File: config.mk
export PLATFORM = sky130hd
export DESIGN_NAME = uart_cmd_decoder
export DESIGN_NICKNAME = d
export VERILOG_FILES = /design/src/rtl/uart_cmd_decoder.sv
export SDC_FILE = /design/constraint.sdc
export NUM_CORES = 1
export LEC_CHECK = 0
export ABC_AREA = 1
export BUFFER_PORTS_ARGS = -buffer_cell sky130_fd_sc_hd__buf_4
export CAP_MARGIN = 20
export CORE_MARGIN = 2
export CORE_UTILIZATION = 42
export DETAILED_ROUTE_END_ITERATION = 10
export PLACE_DENSITY = 0.6
export SLEW_MARGIN = 10
export SYNTH_ARGS = -nofsm -noshare
export SYNTH_HDL_FRONTEND = slang
export SYNTH_SLANG_ARGS = --single-unit
File: constraint.sdc
create_clock -name clk -period 3.4 [get_ports clk]
set_input_delay 0.17 -clock clk [delete_from_list [all_inputs] [get_ports clk]]
set_output_delay 0.17 -clock clk [all_outputs]
set_load 0.005 [all_outputs]
File: src/rtl/uart_cmd_decoder.sv
// uart_cmd_decoder
// Turns bytes received from uart_rx into single-cycle control pulses for the
// counter datapath (run/stop, clear, mode, error). Every accepted byte is
// also queued in a small FIFO and echoed back through the uart_tx
// start/busy handshake, one byte in flight at a time.
module uart_cmd_decoder #(
  parameter logic [7:0] CMD_RUN      = 8'h72,
  parameter logic [7:0] CMD_CLEAR    = 8'h63,
  parameter logic [7:0] CMD_MODE     = 8'h6D,
  parameter int         ECHO_EN      = 1,
  parameter int         FIFO_DEPTH   = 4,
  parameter int         BUSY_TIMEOUT = 4
) (
  input  logic       clk,
  input  logic       rst,
  input  logic [7:0] rx_data,
  input  logic       rx_done,
  input  logic       tx_busy,
  output logic       tx_start,
  output logic [7:0] tx_data,
  output logic       o_run_stop,
  output logic       o_clear,
  output logic       o_mode,
  output logic       o_cmd_err,
  output logic       o_overflow
);

  localparam int NUM_CMDS = 3;
  // FIFO_DEPTH is a power of two (>= 2), so pointers wrap for free.
  localparam int PTR_W = $clog2(FIFO_DEPTH);
  // One extra bit so "full" (count == FIFO_DEPTH) is representable.
  localparam int CNT_W = PTR_W + 1;
  // Wide enough to count 0 .. BUSY_TIMEOUT-1.
  localparam int TMR_W = $clog2(BUSY_TIMEOUT + 1);

  // Command table: index 0 = run/stop, 1 = clear, 2 = mode.
  localparam logic [NUM_CMDS-1:0][7:0] CMD_TABLE = {CMD_MODE, CMD_CLEAR, CMD_RUN};

  typedef enum logic [1:0] {
    IDLE      = 2'd0,
    START     = 2'd1,
    WAIT_BUSY = 2'd2,
    WAIT_DONE = 2'd3
  } echo_state_t;

  logic [NUM_CMDS-1:0] cmd_hit;
  logic [NUM_CMDS-1:0] cmd_pulse_reg;
  logic                cmd_err_reg;

  genvar gi;

  // Exact 8-bit comparison against each command byte; no case folding.
  generate
    for (gi = 0; gi < NUM_CMDS; gi++) begin : g_cmd_match
      assign cmd_hit[gi] = (rx_data == CMD_TABLE[gi]);
    end
  endgenerate

  // Decode register: exactly one pulse, one cycle after each rx_done strobe.
  // Independent of FIFO state, so dropped bytes are still decoded.
  always_ff @(posedge clk) begin
    if (rst) begin
      cmd_pulse_reg <= '0;
      cmd_err_reg   <= 1'b0;
    end else begin
      cmd_pulse_reg <= rx_done ? cmd_hit : '0;
      cmd_err_reg   <= rx_done && (cmd_hit == '0);
    end
  end

  assign o_run_stop = cmd_pulse_reg[0];
  assign o_clear    = cmd_pulse_reg[1];
  assign o_mode     = cmd_pulse_reg[2];
  assign o_cmd_err  = cmd_err_reg;

  generate
    if (ECHO_EN != 0) begin : g_echo
      logic [7:0]       fifo_mem [FIFO_DEPTH];
      logic [PTR_W-1:0] wr_ptr_reg;
      logic [PTR_W-1:0] rd_ptr_reg;
      logic [CNT_W-1:0] count_reg;
      logic             overflow_reg;
      logic [7:0]       tx_data_reg;
      logic [TMR_W-1:0] timer_reg;
      echo_state_t      state_reg;
      echo_state_t      state_next;
      logic             fifo_full;
      logic             fifo_empty;
      logic             push;
      logic             pop;
      logic             drop;
      logic             launch;
      logic             busy_timed_out;

      assign fifo_full  = (count_reg == CNT_W'(FIFO_DEPTH));
      assign fifo_empty = (count_reg == '0);
      // The head leaves the FIFO in the cycle its tx_start is issued.
      assign pop        = (state_reg == START);
      // A pop in the same cycle frees a slot, so a full FIFO still accepts.
      assign push       = rx_done && (!fifo_full || pop);
      assign drop       = rx_done && fifo_full && !pop;
      assign launch     = (state_reg == IDLE) && (state_next == START);
      assign busy_timed_out = (timer_reg == TMR_W'(BUSY_TIMEOUT - 1));

      // Echo byte storage: written on accepted pushes only.
      always_ff @(posedge clk) begin
        if (push) begin
          fifo_mem[wr_ptr_reg] <= rx_data;
        end
      end

      // FIFO pointers, occupancy and the sticky overflow flag.
      always_ff @(posedge clk) begin
        if (rst) begin
          wr_ptr_reg   <= '0;
          rd_ptr_reg   <= '0;
          count_reg    <= '0;
          overflow_reg <= 1'b0;
        end else begin
          if (push) begin
            wr_ptr_reg <= wr_ptr_reg + PTR_W'(1);
          end
          if (pop) begin
            rd_ptr_reg <= rd_ptr_reg + PTR_W'(1);
          end
          case ({push, pop})
            2'b10:   count_reg <= count_reg + CNT_W'(1);
            2'b01:   count_reg <= count_reg - CNT_W'(1);
            default: count_reg <= count_reg;
          endcase
          if (drop) begin
            overflow_reg <= 1'b1;
          end
        end
      end

      // Echo FSM state register.
      always_ff @(posedge clk) begin
        if (rst) begin
          state_reg <= IDLE;
        end else begin
          state_reg <= state_next;
        end
      end

      // Echo FSM next-state logic: launch, wait for busy to rise, wait for it to fall.
      always_comb begin
        state_next = state_reg;
        case (state_reg)
          IDLE: begin
            if (!fifo_empty && !tx_busy) begin
              state_next = START;
            end
          end
          START: begin
            state_next = WAIT_BUSY;
          end
          WAIT_BUSY: begin
            if (tx_busy) begin
              state_next = WAIT_DONE;
            end else if (busy_timed_out) begin
              // The transmitter never acknowledged; the byte counts as sent.
              state_next = IDLE;
            end
          end
          WAIT_DONE: begin
            if (!tx_busy) begin
              state_next = IDLE;
            end
          end
          default: begin
            state_next = IDLE;
          end
        endcase
      end

      // Latch the FIFO head on entry to START so tx_data is valid alongside
      // tx_start and stays put until the next launch; time the busy wait.
      always_ff @(posedge clk) begin
        if (rst) begin
          tx_data_reg <= 8'h00;
          timer_reg   <= '0;
        end else begin
          if (launch) begin
            tx_data_reg <= fifo_mem[rd_ptr_reg];
          end
          if (state_reg == WAIT_BUSY) begin
            timer_reg <= timer_reg + TMR_W'(1);
          end else begin
            timer_reg <= '0;
          end
        end
      end

      // Gating with rst keeps a start strobe from escaping in a reset cycle.
      assign tx_start   = (state_reg == START) && !rst;
      assign tx_data    = tx_data_reg;
      assign o_overflow = overflow_reg;
    end else begin : g_no_echo
      logic unused_tx_busy;
      assign unused_tx_busy = tx_busy;
      assign tx_start       = 1'b0;
      assign tx_data        = 8'h00;
      assign o_overflow     = 1'b0;
    end
  endgenerate

endmodule

==> metrics.csv, run 1 <==
stage,metric,value,unit
status,status,finished clean,
timing,max_freq,504,MHz
clocking,cts-root-buf,clkbuf_8,
critical_path,crit_family,simple AND/OR/NAND/NOR gates,
placed_design,port_buffers,25,
timing,relSlewSlack,54.0,%
critical_path,endpoint_kind,flip-flop,
critical_path,ff2ff_setup_slack,1410,ps
critical_path,worstPathCellList,"inv_2, nand2_1, nand3_2, nand2_1, ha_1, inv_1, fa_1, nand2_1, nand3_1, nand2_1, nand2_1, nor2_1",
run,max_cap_viol_count,0,
die,pin_count,26,
synth,synth_common_cells,"nand2_1, inv_1, nor2_1",
routing,via_count,1760,
global_route,grt_pass1_vias,1597,
pwr,p_comb_share,16.5,%
synth,synth_top_area_cell,edfxtp_1,
placed_design,dp_hpwl,3.09,mm
critical_path,crit_path_max_fanout,6,
routing,drt_pass1_iterations,4,
clocking,htree_num_levels,3,
clocking,cts_resized,0,
routing,wire_per_inst,10.9,um
synth,ys_types,23,
global_route,antenna_found_initial,0,
routing,wirelength,4.40,mm
clocking,path_clk_slew,70,ps
clocking,cts_tree,built,
clocking,clk_latency,330,ps
critical_path,cpPeakStageDelay,380,ps
timing,tns,0,ps
die,initial_core_util,43.3,%
pwr,peakVddDrop,0.230,mV
pwr,p_int,1.23,mW
clocking,clockBufferDepth,2,
cells_and_area,area_growth_syn_to_layout,15.9,%
cells_and_area,stdcell_count,403,
routing,antenna_left,0,
synth,yosysMostFrequentCell,nand2_1,
timing,rsz0062_at_grt,false,
routing,remaining_drc_errors,0,
timing,setup_viol,0,
synth,synthFlopType,edfxtp_1,
die,die_area,0.00674,mm2
cells_and_area,layout-drive-gt1-share,16.5,%
die,die_y,82.1,um
min_path,min_path_type,input port to flip-flop,
pwr,powerDensity,575,mW/mm2
synth,synthesis.instances,294,
synth,yosysSeqAreaShare,57.1,%
timing,hold_viol_final,0,
critical_path,critPathBufInv,2,
critical_path,cp.required,3670,ps
synth,synth_fp_nets,314,
pwr,p_sw_share,27.7,%
global_route,grt_overflow,0,
timing,period_share,58.4,%
timing,skew,4.49,ps
timing,finalCriticalPeriod,1990,ps
die,row_count,28,
cells_and_area,n_fill_cell,582,
critical_path,setup.worst_path.class,flip-flop to flip-flop,
placed_design,placed_cells,387,
clocking,post_cts_buffers,0,
pwr,pwr-share-seq,48.7,%
routing,viasPerCell,4.37,
synth,synth_top_area_share,37.5,%
critical_path,arrival,2250,ps
placed_design,routabilityCongestion,0.736,
timing,worst_pin_slew,690,ps
synth,synthTopCellsByArea,"edfxtp_1, dfxtp_1, nand2_1",
global_route,grt_max_degree,21,
cells_and_area,num_antenna_cells,0,
clocking,cts_buffers,9,
cells_and_area,largest_reg_flops,32,
critical_path,start_kind,flip-flop,
synth,async_reset_ff_share,0,%
critical_path,critPathMostFrequentCell,nand2_1,
synth,syn_area,0.00256,mm2
cells_and_area,nets,343,
timing,drv_slew,0,
die,core_region_area,0.00592,mm2
die,fp.dieW,82.1,um
synth,synth_seq_cells,57,
pwr,p_leak,1.42,nW
critical_path,worst_path_max_delay_cell,dfxtp_1,
pwr,p_sw,473,uW
global_route,grt_pass1_wl,7.52,mm
routing,drtIter0Drc,108,
synth,synth.avg_cell_area,8.71,um2
clocking,clock_sinks,57,
pwr,clkPwrFrac,34.8,%
global_route,grtUsageTotal,15.3,%
clocking,ctsHoldBuffers,0,
synth,synth_edf_count,32,
synth,ys.warnings.count,0,
==> power groups by stage <==
stage          Sequential [mW]  Combinational (mW)  Clock, mW
2_1_floorplan            0.834               0.221          0
3_3_place_gp             0.845               0.279          0
3_5_place_dp             0.848               0.284          0
4_1_cts                  0.832               0.286      0.607
5_1_grt                  0.840               0.333      0.642
6_report                 0.831               0.282      0.594
==> cell families after synthesis <==
| logic type | share of synthesized area, % |
|---|---|
| AOI/OAI and AO/OA | 2.34 |
| buffers and inverters | 11.7 |
| adders and majority gates | 4.20 |
| and+or+nand+nor | 24.7 |
| DFF | 57.1 |
==> layout by cell type (no fill, tap or decap), types with 4 or more instances in the layout <==
| cell | count |
|---|---|
| nand3_1 | 21 |
| clkbuf_8 | 9 |
| inv_1 | 59 |
| nand2_1 | 78 |
| dfxtp_1 | 25 |
| o21ai_0 | 4 |
| ha_1 | 7 |
| a21oi_1 | 8 |
| edfxtp_1 | 32 |
| buf_4 | 25 |
| nor2_1 | 34 |
==> area by class of cell <==
| class | instances | area [um2] | share of cell area, % |
|---|---|---|---|
| sequential | 57 | 1460 | 49.2 |
| multi-input combinational | 167 | 801 | 27.0 |
| inverter | 63 | 239 | 8.05 |
| timing repair buffer | 25 | 188 | 6.32 |
| clock buffer | 9 | 124 | 4.17 |
| tap | 75 | 93.8 | 3.16 |
| clock inverter | 7 | 61.3 | 2.07 |
==> final timing paths <==
path | start | to | cells past startpoint
setup / recovery | g_echo.state_reg[1] | g_echo.count_reg[2] | 12
hold / removal | rst | g_echo.state_reg[0] | 2
setup reg to reg | g_echo.state_reg[1] | g_echo.count_reg[2] | 12
hold reg to reg | g_echo.timer_reg[0] | g_echo.timer_reg[0] | 1
==> worst reg2reg max path, cell delays in order (launching register included) <==
cell	delay [ps]
dfxtp_1	380
inv_2	70
nand2_1	130
nand3_2	140
nand2_1	180
ha_1	190
inv_1	60
fa_1	380
nand2_1	80
nand3_1	100
nand2_1	70
nand2_1	40
nor2_1	100
==> metrics by stage <==
stage	setup slack, ps	utilization [%]	hold slack [ps]	power, mW	instance area (um2)
3_3_place_gp	1500	47.0	353	1.12	2780
2_1_floorplan	1650	-	239	1.06	2560
3_5_place_dp	1430	47.0	349	1.13	2780
5_1_grt	1170	50.1	1.38	1.81	2970
4_1_cts	1410	50.1	2.77	1.73	2970
6_report	1410	50.1	12.4	1.71	2970
==> layer usage <==
metal | wire (um) | part of all wire (%) | global-route usage (%) | up-vias
met1 | 2200 | 50 | 21.8 | 753
met5 | 0 | 0 | 0 | -
met4 | 96 | 2.2 | 8.00 | 0
met2 | 1860 | 42 | 21.5 | 47
li1 | - | - | - | 950
met3 | 245 | 5.6 | 3.91 | 10
No activity file was read; power rests on OpenSTA's default activity.
==> run 2, diff against run 1 <==
==> constraint.sdc (replaced) <==
create_clock -name clk -period 1.96 [get_ports clk]
set_input_delay 0.098 -clock clk [delete_from_list [all_inputs] [get_ports clk]]
set_output_delay 0.098 -clock clk [all_outputs]
set_load 0.005 [all_outputs]
==> metrics.csv, run 2 (synthesized netlist as in run 1, its figures left out) <==
stage,metric,value,unit
timing,worst_pin_slew,410,ps
timing,tns,0,ps
pwr,p_leak,1.51,nW
timing,relSlewSlack,72.6,%
placed_design,dp_hpwl,3.04,mm
timing,skew,7.48,ps
min_path,holdPathStages,3,
routing,remaining_drc_errors,0,
critical_path,worstPathCellList,"inv_2, nand2_1, nand3_2, nand2_1, ha_1, inv_1, fa_1, inv_1, nand2_1, nand3_1, nand2_1, nand2_1, nor2_1",
critical_path,setup.worst_path.class,flip-flop to flip-flop,
critical_path,arrival,1980,ps
clocking,path_clk_slew,60,ps
critical_path,crit_path_max_fanout,4,
critical_path,cpPeakStageDelay,370,ps
timing,drv_slew,0,
global_route,antenna_found_initial,0,
global_route,grt_overflow,0,
global_route,grtUsageTotal,15.9,%
critical_path,critPathBufInv,3,
routing,wirelength,4.46,mm
cells_and_area,area_growth_syn_to_layout,22.3,%
clocking,htree_num_levels,3,
clocking,cts_buffers,9,
critical_path,reg2regPathDepth,13,
critical_path,cp.depth,13,
placed_design,pre_cts_slack,153,ps
clocking,clockBufferDepth,2,
pwr,finalPower,2.98,mW
global_route,grt_max_degree,18,
min_path,holdPathEnd,g_echo.state_reg[0],
timing,rsz0062_at_grt,false,
critical_path,start_kind,flip-flop,
placed_design,port_buffers,25,
global_route,grt_pass1_wl,7.62,mm
cells_and_area,nets,362,
min_path,min_path_type,input port to flip-flop,
routing,drtIter0Drc,54,
die,die_y,82.1,um
timing,period_share,89.2,%
clocking,cts_tree,built,
timing,setup_viol,0,
timing,hold_viol_final,0,
die,row_count,28,
routing,viasPerCell,4.25,
clocking,cts-root-buf,clkbuf_8,
timing,max_freq,572,MHz
global_route,grt_pass1_vias,1674,
critical_path,endpoint_kind,flip-flop,
timing,setup_ws,212,ps
run,max_cap_viol_count,0,
critical_path,worst_path_max_delay_cell,fa_1,
die,initial_core_util,43.3,%
cells_and_area,largest_reg_flops,32,
die,core_region_area,0.00592,mm2
critical_path,crit_family,simple AND/OR/NAND/NOR gates,
routing,antenna_left,0,
critical_path,rr_startpoint,g_echo.state_reg[1],
die,pin_count,26,
critical_path,critPathMostFrequentCell,nand2_1,
routing,via_count,1795,
cells_and_area,layout-drive-gt1-share,19.0,%
pwr,powerDensity,951,mW/mm2
clocking,clock_sinks,57,
routing,drt_pass1_iterations,4,
die,fp.dieW,82.1,um
critical_path,ff2ff_setup_slack,210,ps
placed_design,routabilityCongestion,0.726,
status,status,finished clean,
cells_and_area,num_antenna_cells,0,
critical_path,cp.required,2190,ps
pwr,peakVddDrop,0.433,mV
clocking,clk_latency,330,ps
min_path,worstHoldStart,tx_busy,
placed_design,post_dp_cell_area,0.00286,mm2
cells_and_area,final_common_cell,nand2_1,
critical_path,reg2reg_to,g_echo.count_reg[2],
cells_and_area,design_area,0.00313,mm2
timing,finalCriticalPeriod,1750,ps
routing,wire_per_inst,10.6,um
die,die_area,0.00674,mm2
cells_and_area,n_fill_cell,565,
cells_and_area,most-common-layout-cells,"nand2_1, inv_1, buf_4",
-- run 2: cell types whose count changed in the layout (fill, tap and decap cells not counted), sizes merged --
cell and delta:
clkbuf +4, dlygate4sd3 +9, bufinv -1, clkinv -3, buf +10
-- run 2: power breakdown --
group	switching, mW	internal [mW]
Clock	0.448	0.556
Combinational	0.312	0.231
Sequential	0.0609	1.37
Total	0.821	2.16
-- run 2: layout make-up --
| type | count | area (um2) | area share (%) |
|---|---|---|---|
| repair buffers | 44 | 353 | 11.3 |
| inverters | 63 | 239 | 7.63 |
| well taps | 75 | 93.8 | 3.00 |
| flip-flops and latches | 57 | 1460 | 46.7 |
| multi-input cells | 167 | 801 | 25.6 |
| clock buffers | 13 | 169 | 5.39 |
| clock inverters | 3 | 15.0 | 0.479 |
-- run 2: stage by stage --
stage | instances | hold WS [ps] | utilization, %
after floorplan | 294 | 167 | -
after global placement | 397 | 281 | 48.3
after detailed placement | 397 | 279 | 48.3
after CTS | 422 | 50.9 | 52.9
after global routing | 422 | 58.6 | 52.9
final | 422 | 63.3 | 52.9
-- run 2: repair_timing --
action	4_1_cts	5_1_grt
hold buffers	9	0
buffers inserted	0	0
endpoints found under the setup margin	0	1
hold endpoints to repair	33	0
gates resized for setup	0	1
-- run 2: worst reg2reg max path, stage by stage, from the launching register on --
cell     delay, ps
dfxtp_2        350
inv_2           50
nand2_1        120
nand3_2         90
nand2_1         90
ha_1           170
inv_1           70
fa_1           370
inv_1           60
nand2_1         50
nand3_1         80
nand2_1         50
nand2_1         50
nor2_1          50
-- run 2: how the worst max path moves through the flow --
| stage | startpoint | endpoint | slack (ps) |
|---|---|---|---|
| after floorplan | g_echo.state_reg[1] | g_echo.count_reg[2] | 210 |
| after global placement | g_echo.state_reg[1] | g_echo.count_reg[2] | 240 |
| after detailed placement | g_echo.state_reg[1] | g_echo.count_reg[2] | 150 |
| after CTS | g_echo.state_reg[1] | g_echo.count_reg[2] | 150 |
| after global routing | g_echo.state_reg[1] | g_echo.count_reg[2] | 30 |
| final | g_echo.state_reg[1] | g_echo.count_reg[2] | 210 |
-- run 2: metal layers --
metal  track usage, %  vias to the layer above  routed length, um
met4             9.00                        0                107
li1                 -                      986                  -
met1             20.0                      761               2130
met2             23.7                       38               1960
met3             5.54                       10                259
met5                0                        -                  0
==> run 3, diff against run 2 <==
--- a/config.mk
+++ b/config.mk
@@ -11,6 +11,7 @@
 export CORE_MARGIN = 2
 export CORE_UTILIZATION = 42
 export DETAILED_ROUTE_END_ITERATION = 10
+export MAX_ROUTING_LAYER = met4
 export PLACE_DENSITY = 0.6
 export SLEW_MARGIN = 10
 export SYNTH_ARGS = -nofsm -noshare
==> metrics.csv, run 3 (synthesized netlist as in run 1, its figures left out) <==
stage,metric,value,unit
cells_and_area,nets,362,
timing,relSlewSlack,72.4,%
cells_and_area,final_common_cell,nand2_1,
routing,drt_pass1_iterations,4,
die,pin_count,26,
min_path,holdPathStages,3,
clocking,clock_sinks,57,
timing,setup_viol,0,
die,fp.dieW,82.1,um
cells_and_area,most-common-layout-cells,"nand2_1, inv_1, buf_4",
pwr,clkPwrFrac,33.6,%
critical_path,critPathMostFrequentCell,nand2_1,
clocking,path_clk_slew,60,ps
critical_path,critPathBufInv,3,
die,die_area,0.00674,mm2
routing,remaining_drc_errors,0,
critical_path,endpoint_kind,flip-flop,
clocking,htree_num_levels,3,
clocking,cts_buffers,9,
routing,wirelength,4.46,mm
clocking,clk_latency,330,ps
critical_path,cpPeakStageDelay,370,ps
critical_path,reg2regPathDepth,13,
global_route,grt_pass1_wl,7.58,mm
cells_and_area,design_area,0.00313,mm2
pwr,p_leak,1.51,nW
timing,finalCriticalPeriod,1750,ps
pwr,pwr-share-seq,48.1,%
critical_path,start_kind,flip-flop,
timing,hold_viol_final,0,
placed_design,routabilityCongestion,0.735,
min_path,min_path_type,input port to flip-flop,
critical_path,cp.depth,13,
timing,hold_ws,64.5,ps
die,core_region_area,0.00592,mm2
status,status,finished clean,
critical_path,arrival,1970,ps
pwr,powerDensity,950,mW/mm2
timing,skew,7.57,ps
global_route,grt_pass1_vias,1673,
die,initial_core_util,43.3,%
die,row_count,28,
cells_and_area,num_antenna_cells,0,
routing,via_count,1791,
timing,rsz0062_at_grt,false,
placed_design,port_buffers,25,
cells_and_area,n_fill_cell,565,
pwr,peakVddDrop,0.431,mV
timing,period_share,89.2,%
critical_path,crit_path_max_fanout,4,
routing,viasPerCell,4.24,
cells_and_area,utilization,52.9,%
clocking,clockBufferDepth,2,
routing,wire_per_inst,10.6,um
critical_path,crit_family,simple AND/OR/NAND/NOR gates,
pwr,p_comb_share,18.3,%
critical_path,setup.worst_path.class,flip-flop to flip-flop,
cells_and_area,area_growth_syn_to_layout,22.3,%
global_route,antenna_found_initial,0,
placed_design,pre_cts_slack,153,ps
run,max_cap_viol_count,0,
pwr,finalPower,2.98,mW
global_route,grt_max_degree,18,
placed_design,post_dp_cell_area,0.00286,mm2
pwr,p_int,2.16,mW
cells_and_area,layout-drive-gt1-share,19.0,%
timing,worst_pin_slew,413,ps
placed_design,placed_cells,397,
clocking,cts-root-buf,clkbuf_8,
critical_path,cp.required,2190,ps
pwr,p_sw_share,27.5,%
critical_path,worstPathCellList,"inv_2, nand2_1, nand3_2, nand2_1, ha_1, inv_1, fa_1, inv_1, nand2_1, nand3_1, nand2_1, nand2_1, nor2_1",
critical_path,worst_path_max_delay_cell,fa_1,
routing,antenna_left,0,
pwr,p_sw,817,uW
cells_and_area,largest_reg_flops,32,
global_route,grt_overflow,0,
placed_design,dp_hpwl,3.04,mm
timing,setup_ws,212,ps
die,die_y,82.1,um
cells_and_area,stdcell_count,422,
timing,drv_slew,0,
timing,tns,0,ps
clocking,cts_tree,built,
global_route,grtUsageTotal,16.3,%
timing,max_freq,572,MHz
routing,drtIter0Drc,81,
==> run 3: cell counts in the layout (fill, tap and decap cells not counted) <==
Identical to the previous run, type by type.
==> run 3: final timing paths <==
path / from / endpoint / slack, ps
max: g_echo.state_reg[1] / g_echo.count_reg[2] / 210
min: tx_busy / g_echo.state_reg[0] / 60
max reg2reg: g_echo.state_reg[1] / g_echo.count_reg[2] / 210
min reg2reg: g_echo.timer_reg[0] / g_echo.timer_reg[0] / 420
==> run 3: per-layer routing <==
layer  vias up  GRT usage (%)  wire (um)
met5         -              -          0
met4         0           10.5         91
met3         6           4.24        255
met2        35           23.8       1940
met1       764           19.9       2180
li1        986              -          -
==> run 3: layout make-up <==
cell class              count  area, um2  share of cell area [%]
clock buffers              13        169                    5.39
clock inverters             3       15.0                   0.479
inverters                  63        239                    7.63
multi-input cells         167        801                    25.6
flip-flops and latches     57       1460                    46.7
well taps                  75       93.8                    3.00
repair buffers             44        353                    11.3
==> run 3: tightest hold or removal path: stages <==
cell	delay, ps
buf_4	130
nand2_1	70
a21oi_1	60
==> run 3: power groups by stage <==
| stage | logic (mW) | clock network, mW | registers (mW) |
|---|---|---|---|
| after detailed placement | 0.536 | 0 | 1.46 |
| after CTS | 0.552 | 1.03 | 1.43 |
| final | 0.544 | 0.999 | 1.43 |
| after global routing | 0.635 | 1.09 | 1.45 |
| after floorplan | 0.383 | 0 | 1.45 |
| after global placement | 0.529 | 0 | 1.46 |
==> run 3: repair_timing <==
action,CTS,global route
endpoints found under the setup margin,0,1
gates resized for setup,0,1
hold buffers,9,0
hold endpoints to repair,33,0
buffers inserted,0,0
